### src/rtl/elevador_pkg.sv
// Shared types, widths and helpers for the 5-floor elevator scheduler.
package elevador_pkg;

    localparam int unsigned NUM_FLOORS = 5;
    localparam int unsigned FLOOR_W    = 3;

    typedef enum logic [1:0] {
        IDLE = 2'd0,
        MOVE = 2'd1,
        DOOR = 2'd2
    } state_e;

    localparam logic DIR_UP   = 1'b1;
    localparam logic DIR_DOWN = 1'b0;

    function automatic logic [NUM_FLOORS-1:0] floor_to_oh(input logic [FLOOR_W-1:0] f);
        logic [NUM_FLOORS-1:0] oh;
        oh = '0;
        for (int i = 0; i < int'(NUM_FLOORS); i++) begin
            if (f == FLOOR_W'(i)) oh[i] = 1'b1;
        end
        return oh;
    endfunction

endpackage

### src/rtl/elevador_scheduler_boton_sync.sv
// Per-button 2-FF synchronizer followed by a falling-edge detector.
module boton_sync
    import elevador_pkg::*;
(
    input  logic                  clk,
    input  logic                  rst_a_p,
    input  logic [NUM_FLOORS-1:0] req_n,
    output logic [NUM_FLOORS-1:0] fall_c
);

    logic [NUM_FLOORS-1:0] sync1_q, sync1_d;
    logic [NUM_FLOORS-1:0] sync2_q, sync2_d;
    logic [NUM_FLOORS-1:0] prev_q,  prev_d;

    always_comb begin
        sync1_d = req_n;
        sync2_d = sync1_q;
        prev_d  = sync2_q;
    end

    // Idle level of an unpressed button is high.
    always_ff @(posedge clk or negedge rst_a_p) begin
        if (!rst_a_p) begin
            sync1_q <= '1;
            sync2_q <= '1;
            prev_q  <= '1;
        end else begin
            sync1_q <= sync1_d;
            sync2_q <= sync2_d;
            prev_q  <= prev_d;
        end
    end

    assign fall_c = prev_q & ~sync2_q;

endmodule

### src/rtl/elevador_scheduler.sv
// Elevator controller: latches floor calls, runs SCAN, steps the cabin and
// sequences the door block through an open/done handshake.
module elevador_scheduler
    import elevador_pkg::*;
#(
    parameter int unsigned TRAVEL_CYCLES = 50_000_000
) (
    input  logic                  clk,
    input  logic                  rst_a_p,
    input  logic [NUM_FLOORS-1:0] req_n,
    input  logic                  door_done,
    output logic [FLOOR_W-1:0]    floor,
    output logic [NUM_FLOORS-1:0] floor_oh,
    output logic [NUM_FLOORS-1:0] pending,
    output logic                  moving,
    output logic                  dir_up,
    output logic                  door_open
);

    localparam int unsigned CNT_W = (TRAVEL_CYCLES > 1) ? $clog2(TRAVEL_CYCLES) : 1;
    localparam logic [CNT_W-1:0]   CNT_LAST  = CNT_W'(TRAVEL_CYCLES - 1);
    localparam logic [FLOOR_W-1:0] TOP_FLOOR = FLOOR_W'(NUM_FLOORS - 1);

    state_e                state_q,     state_d;
    logic [FLOOR_W-1:0]    floor_q,     floor_d;
    logic [NUM_FLOORS-1:0] floor_oh_q,  floor_oh_d;
    logic [NUM_FLOORS-1:0] pending_q,   pending_d;
    logic                  moving_q,    moving_d;
    logic                  dir_up_q,    dir_up_d;
    logic                  door_open_q, door_open_d;
    logic [CNT_W-1:0]      cnt_q,       cnt_d;

    logic [NUM_FLOORS-1:0] capture_c;
    logic [NUM_FLOORS-1:0] above_c, below_c, next_oh_c;
    logic [FLOOR_W-1:0]    next_floor_c;
    logic                  here_c, go_up_c, go_down_c, travel_done_c, arrive_hit_c;

    boton_sync u_boton_sync (
        .clk     (clk),
        .rst_a_p (rst_a_p),
        .req_n   (req_n),
        .fall_c  (capture_c)
    );

    // SCAN view of the request set relative to the cabin.
    always_comb begin
        above_c = '0;
        below_c = '0;
        for (int i = 0; i < int'(NUM_FLOORS); i++) begin
            if (FLOOR_W'(i) > floor_q)      above_c[i] = pending_q[i];
            else if (FLOOR_W'(i) < floor_q) below_c[i] = pending_q[i];
        end
        here_c    = |(pending_q & floor_oh_q);
        go_up_c   = (|above_c) && (dir_up_q || !(|below_c));
        go_down_c = !go_up_c && (|below_c);

        // Saturating step keeps the cabin inside the shaft.
        if (dir_up_q == DIR_UP)
            next_floor_c = (floor_q == TOP_FLOOR) ? floor_q : floor_q + FLOOR_W'(1);
        else
            next_floor_c = (floor_q == '0) ? floor_q : floor_q - FLOOR_W'(1);
        next_oh_c     = floor_to_oh(next_floor_c);
        arrive_hit_c  = |(pending_q & next_oh_c);
        travel_done_c = (cnt_q == CNT_LAST);
    end

    always_ff @(posedge clk or negedge rst_a_p) begin
        if (!rst_a_p) state_q <= IDLE;
        else          state_q <= state_d;
    end

    always_comb begin
        state_d = state_q;
        case (state_q)
            IDLE: begin
                if (here_c)                   state_d = DOOR;
                else if (go_up_c || go_down_c) state_d = MOVE;
            end
            MOVE:    if (travel_done_c && arrive_hit_c) state_d = DOOR;
            DOOR:    if (door_done) state_d = IDLE;
            default: state_d = IDLE;
        endcase
    end

    // Datapath updates; a clear of the served floor overrides a same-edge capture.
    always_comb begin
        floor_d     = floor_q;
        floor_oh_d  = floor_oh_q;
        pending_d   = pending_q | capture_c;
        moving_d    = moving_q;
        dir_up_d    = dir_up_q;
        door_open_d = door_open_q;
        cnt_d       = cnt_q;
        case (state_q)
            IDLE: begin
                if (here_c) begin
                    pending_d   = pending_d & ~floor_oh_q;
                    door_open_d = 1'b1;
                end else if (go_up_c) begin
                    dir_up_d = DIR_UP;
                    moving_d = 1'b1;
                    cnt_d    = '0;
                end else if (go_down_c) begin
                    dir_up_d = DIR_DOWN;
                    moving_d = 1'b1;
                    cnt_d    = '0;
                end
            end
            MOVE: begin
                if (travel_done_c) begin
                    floor_d    = next_floor_c;
                    floor_oh_d = next_oh_c;
                    cnt_d      = '0;
                    if (arrive_hit_c) begin
                        pending_d   = pending_d & ~next_oh_c;
                        moving_d    = 1'b0;
                        door_open_d = 1'b1;
                    end
                end else begin
                    cnt_d = cnt_q + CNT_W'(1);
                end
            end
            DOOR: begin
                pending_d = pending_d & ~floor_oh_q;
                if (door_done) door_open_d = 1'b0;
            end
            default: ;
        endcase
    end

    always_ff @(posedge clk or negedge rst_a_p) begin
        if (!rst_a_p) begin
            floor_q     <= '0;
            floor_oh_q  <= NUM_FLOORS'(1);
            pending_q   <= '0;
            moving_q    <= 1'b0;
            dir_up_q    <= DIR_UP;
            door_open_q <= 1'b0;
            cnt_q       <= '0;
        end else begin
            floor_q     <= floor_d;
            floor_oh_q  <= floor_oh_d;
            pending_q   <= pending_d;
            moving_q    <= moving_d;
            dir_up_q    <= dir_up_d;
            door_open_q <= door_open_d;
            cnt_q       <= cnt_d;
        end
    end

    assign floor     = floor_q;
    assign floor_oh  = floor_oh_q;
    assign pending   = pending_q;
    assign moving    = moving_q;
    assign dir_up    = dir_up_q;
    assign door_open = door_open_q;

endmodule

### config.mk
export PLATFORM = sky130hd
export DESIGN_NAME = elevador_scheduler
export DESIGN_NICKNAME = d
export VERILOG_FILES = /design/src/rtl/elevador_pkg.sv /design/src/rtl/elevador_scheduler_boton_sync.sv /design/src/rtl/elevador_scheduler.sv
export SDC_FILE = /design/constraint.sdc
export NUM_CORES = 1
export LEC_CHECK = 0
export ABC_CLOCK_PERIOD_IN_PS = 3900
export CAP_MARGIN = 20
export CORE_ASPECT_RATIO = 0.6
export CORE_MARGIN = 2
export CORE_UTILIZATION = 35
export DETAILED_ROUTE_END_ITERATION = 10
export GPL_ROUTABILITY_DRIVEN = 0
export RECOVER_POWER = 50
export SLEW_MARGIN = 20
export SYNTH_ARGS = -nofsm -noshare
export SYNTH_HDL_FRONTEND = slang
export SYNTH_HIERARCHICAL = 1
export SYNTH_SLANG_ARGS = --single-unit
### constraint.sdc
create_clock -name clk -period 3.9 [get_ports clk]
set_clock_uncertainty 0.15 [all_clocks]
set_input_delay 0.975 -clock clk [delete_from_list [all_inputs] [get_ports clk]]
set_output_delay 0.975 -clock clk [all_outputs]
set_load 0.05 [all_outputs]
==> impl_metrics.toml <==
[placed_design]
io_buffers = 23
post-place-cells = 454
dp_hpwl_mm = 5.64

[global_routing]
grt_pass1_wl_mm = 13.0
grt_max_degree = 48
grt-ovfl-total = 0
grt_pass1_vias = 2432
antenna_found_initial = 0
grt_use_total_pct = 17.5

[layout]
final_nets = 367
drive_above_1_share_pct = 14.2
fin_cells = 470
num_antenna_cells = 0
fillCellCount = 825
area_delta_synth_final_pct = 20.0

[logic_synthesis]
netlist_instances = 327
yosysWarningCount = 6
synth_seq_cells = 59
netlist.area_leader.share_pct = 33.3
yosys-top-cells-count = "dfrtp_1 (42), nand2_1 (36), a21oi_1 (23)"
synth-main-ff-cell = "dfrtp_1"
async_flop_share_pct = 100
synthTopCellsByArea = "dfrtp_1 (33%), dfstp_2 (14%), nand2_1 (4.3%)"
synth_nets = 341
yosysUniqueCellTypes = 60
synth_most_common_cell = "dfrtp_1"
netlist_area_um2 = 3150
avgSynthCellArea_um2 = 9.65
synth_edf_count = 0
synth-seq-area-share_pct = 47.5
synth.largest_area_cell = "dfrtp_1"

[setup_path]
critical_path_arrival_ps = 3190
required_ps = 3970
crit_fanout = 12
end_kind = "flop"
rr_worst_depth = 8
reg2reg_from = "floor[1]$_DFFE_PN0P_"
worstSetupStartpointType = "flop"
worst-setup-path-type = "reg2reg"
cp-startpoint = "floor[1]$_DFFE_PN0P_"

[power_and_ir_drop]
peakVddDrop_mv = 0.308
leakage_nw = 1.57
power.density_nw_per_um2 = 445

[sta]
tns_ps = 0
rsz0062_at_grt = "false"
fmax_mhz = 320
setup_violations = 0
post-route-min-period_ps = 3130
worst_pin_slew_ps = 1210
relSlewSlack_pct = 19.5
min_period_over_period_pct = 80.2
finalHoldViolations = 0
report.final.slew_viol_count = 0

[routing]
wl_per_cell_um = 17.4
vias = 2727
via_per_inst = 5.80
drc_errors = 0
drt-total-wl_mm = 8.16
antenna_left = 0
drt_iter0_drc = 286
drt_pass1_iterations = 5

[clock_network]
htreeDepth = 3
post_cts_buffers = 0
cts-resized-gates = 0
cts_buffer_depth = 2
numCtsBuffers = 9
path_clk_slew_ps = 60
hold_buffers = 0
insertion_delay_ps = 340
cts_sinks = 59
cts_root_buf = "clkbuf_16"
cts_tree = "done"

[floorplanning]
start_util_pct = 36.6
io_pins = 24
dieHeight_um = 77.5
dieWidth_um = 127
core_um2 = 8620
die_area_um2 = 9810
rows = 26

[job]
cap_violations = 0

[worst_hold_path]
hold_class = "reg2reg"
min_from = "u_boton_sync/sync1_q[2]$_DFF_PN1_"
hold_depth = 0

[outcome]
status = "finished, final reports clean"
-- flip-flops by register name, indices dropped and copies added, names as in the netlist --
| signal | flops |
|---|---|
| cnt_q | 26 |
| floor_oh | 5 |
| pending | 5 |
| u_boton_sync/prev_d | 5 |
| u_boton_sync/prev_q | 5 |
| u_boton_sync/sync1_q | 5 |
| floor | 3 |
| state_q | 2 |
| dir_up | 1 |
| door_open | 1 |
| moving | 1 |
-- power by group --
group / internal (mW) / switching [mW]
sequential: 0.669 / 0.0532
clock: 0.441 / 0.322
combinational: 0.0769 / 0.124
total: 1.19 / 0.498
-- kinds of logic after synthesis --
group                    after synthesis  synth area share [%]
AO/OA/AOI/OAI                         99                  20.7
adder cells (fa/ha/maj)                6                  2.38
buffers and inverters                 21                  2.74
flip-flops                            59                  47.5
AND/OR/NAND/NOR                      133                  23.7
XOR/XNOR                               7                  1.94
multiplexers                           2                  1.03
-- final timing paths --
path                                                    end  slack (ps)
min in group asynchronous           floor_oh[1]$_DFFE_PN0P_         470
max in group asynchronous              cnt_q[9]$_DFFE_PN0P_        1540
min                        u_boton_sync/prev_d[2]$_DFF_PN1_         200
max                                      moving$_DFFE_PN0P_         770
min reg2reg                u_boton_sync/prev_d[2]$_DFF_PN1_         200
max reg2reg                              moving$_DFFE_PN0P_         770
-- layout make-up --
class | count | area (µm²) | area share, %
inverter | 7 | 26.3 | 0.694
clock buffer | 9 | 225 | 5.95
sequential | 59 | 1500 | 39.6
multi-input combinational | 247 | 1570 | 41.5
clock inverter | 7 | 60.1 | 1.59
timing repair buffer | 29 | 267 | 7.04
tap | 112 | 140 | 3.70
-- stage by stage --
step	total power [mW]	utilization [%]	hold WS (ps)	setup slack [ps]	area [µm²]
after floorplan	0.859	-	195	775	3150
after global placement	0.925	40.7	195	957	3500
after detailed placement	0.934	40.7	197	819	3500
after CTS	1.71	44.0	202	795	3790
after global routing	1.77	43.9	213	535	3790
final	1.68	43.9	204	774	3790
-- per-layer routing --
metal  wire length [µm]  track usage (%)  share of wire, %
met5                  0                0                 0
met4                123             6.48               1.5
met3                584             5.93               7.2
met2               3210             21.8                39
met1               4240             27.0                52
-- worst max-delay path: stages (launching register included) --
cell and delay [ps]:
dfrtp_1 520, inv_1 210, ha_1 370, nand2b_1 200, mux4_2 540, mux2i_1 160, o32ai_1 540, nor2_1 170
a2bb2oi_1 160
-- layout by cell type (no fill, tap or decap), drive strengths merged, types with 3 or more instances in the layout --
| master | count |
|---|---|
| dfrtp | 42 |
| nand2 | 36 |
| a21oi | 24 |
| o21ai | 24 |
| nor2 | 19 |
| clkdlybuf4s50 | 17 |
| dfstp | 17 |
| nand3 | 15 |
| clkbuf | 11 |
| inv | 11 |
| and3 | 9 |
| nor2b | 9 |
| nor3 | 8 |
| or4 | 8 |
| o31ai | 8 |
| and2 | 8 |
| a21o | 6 |
| o211ai | 6 |
| ha | 6 |
| nand4 | 5 |
| or3 | 5 |
| xor2 | 5 |
| dlygate4sd3 | 5 |
| buf | 5 |
| a31oi | 4 |
| nand2b | 3 |
| a21boi | 3 |
Power figures use the tool's default switching activity.
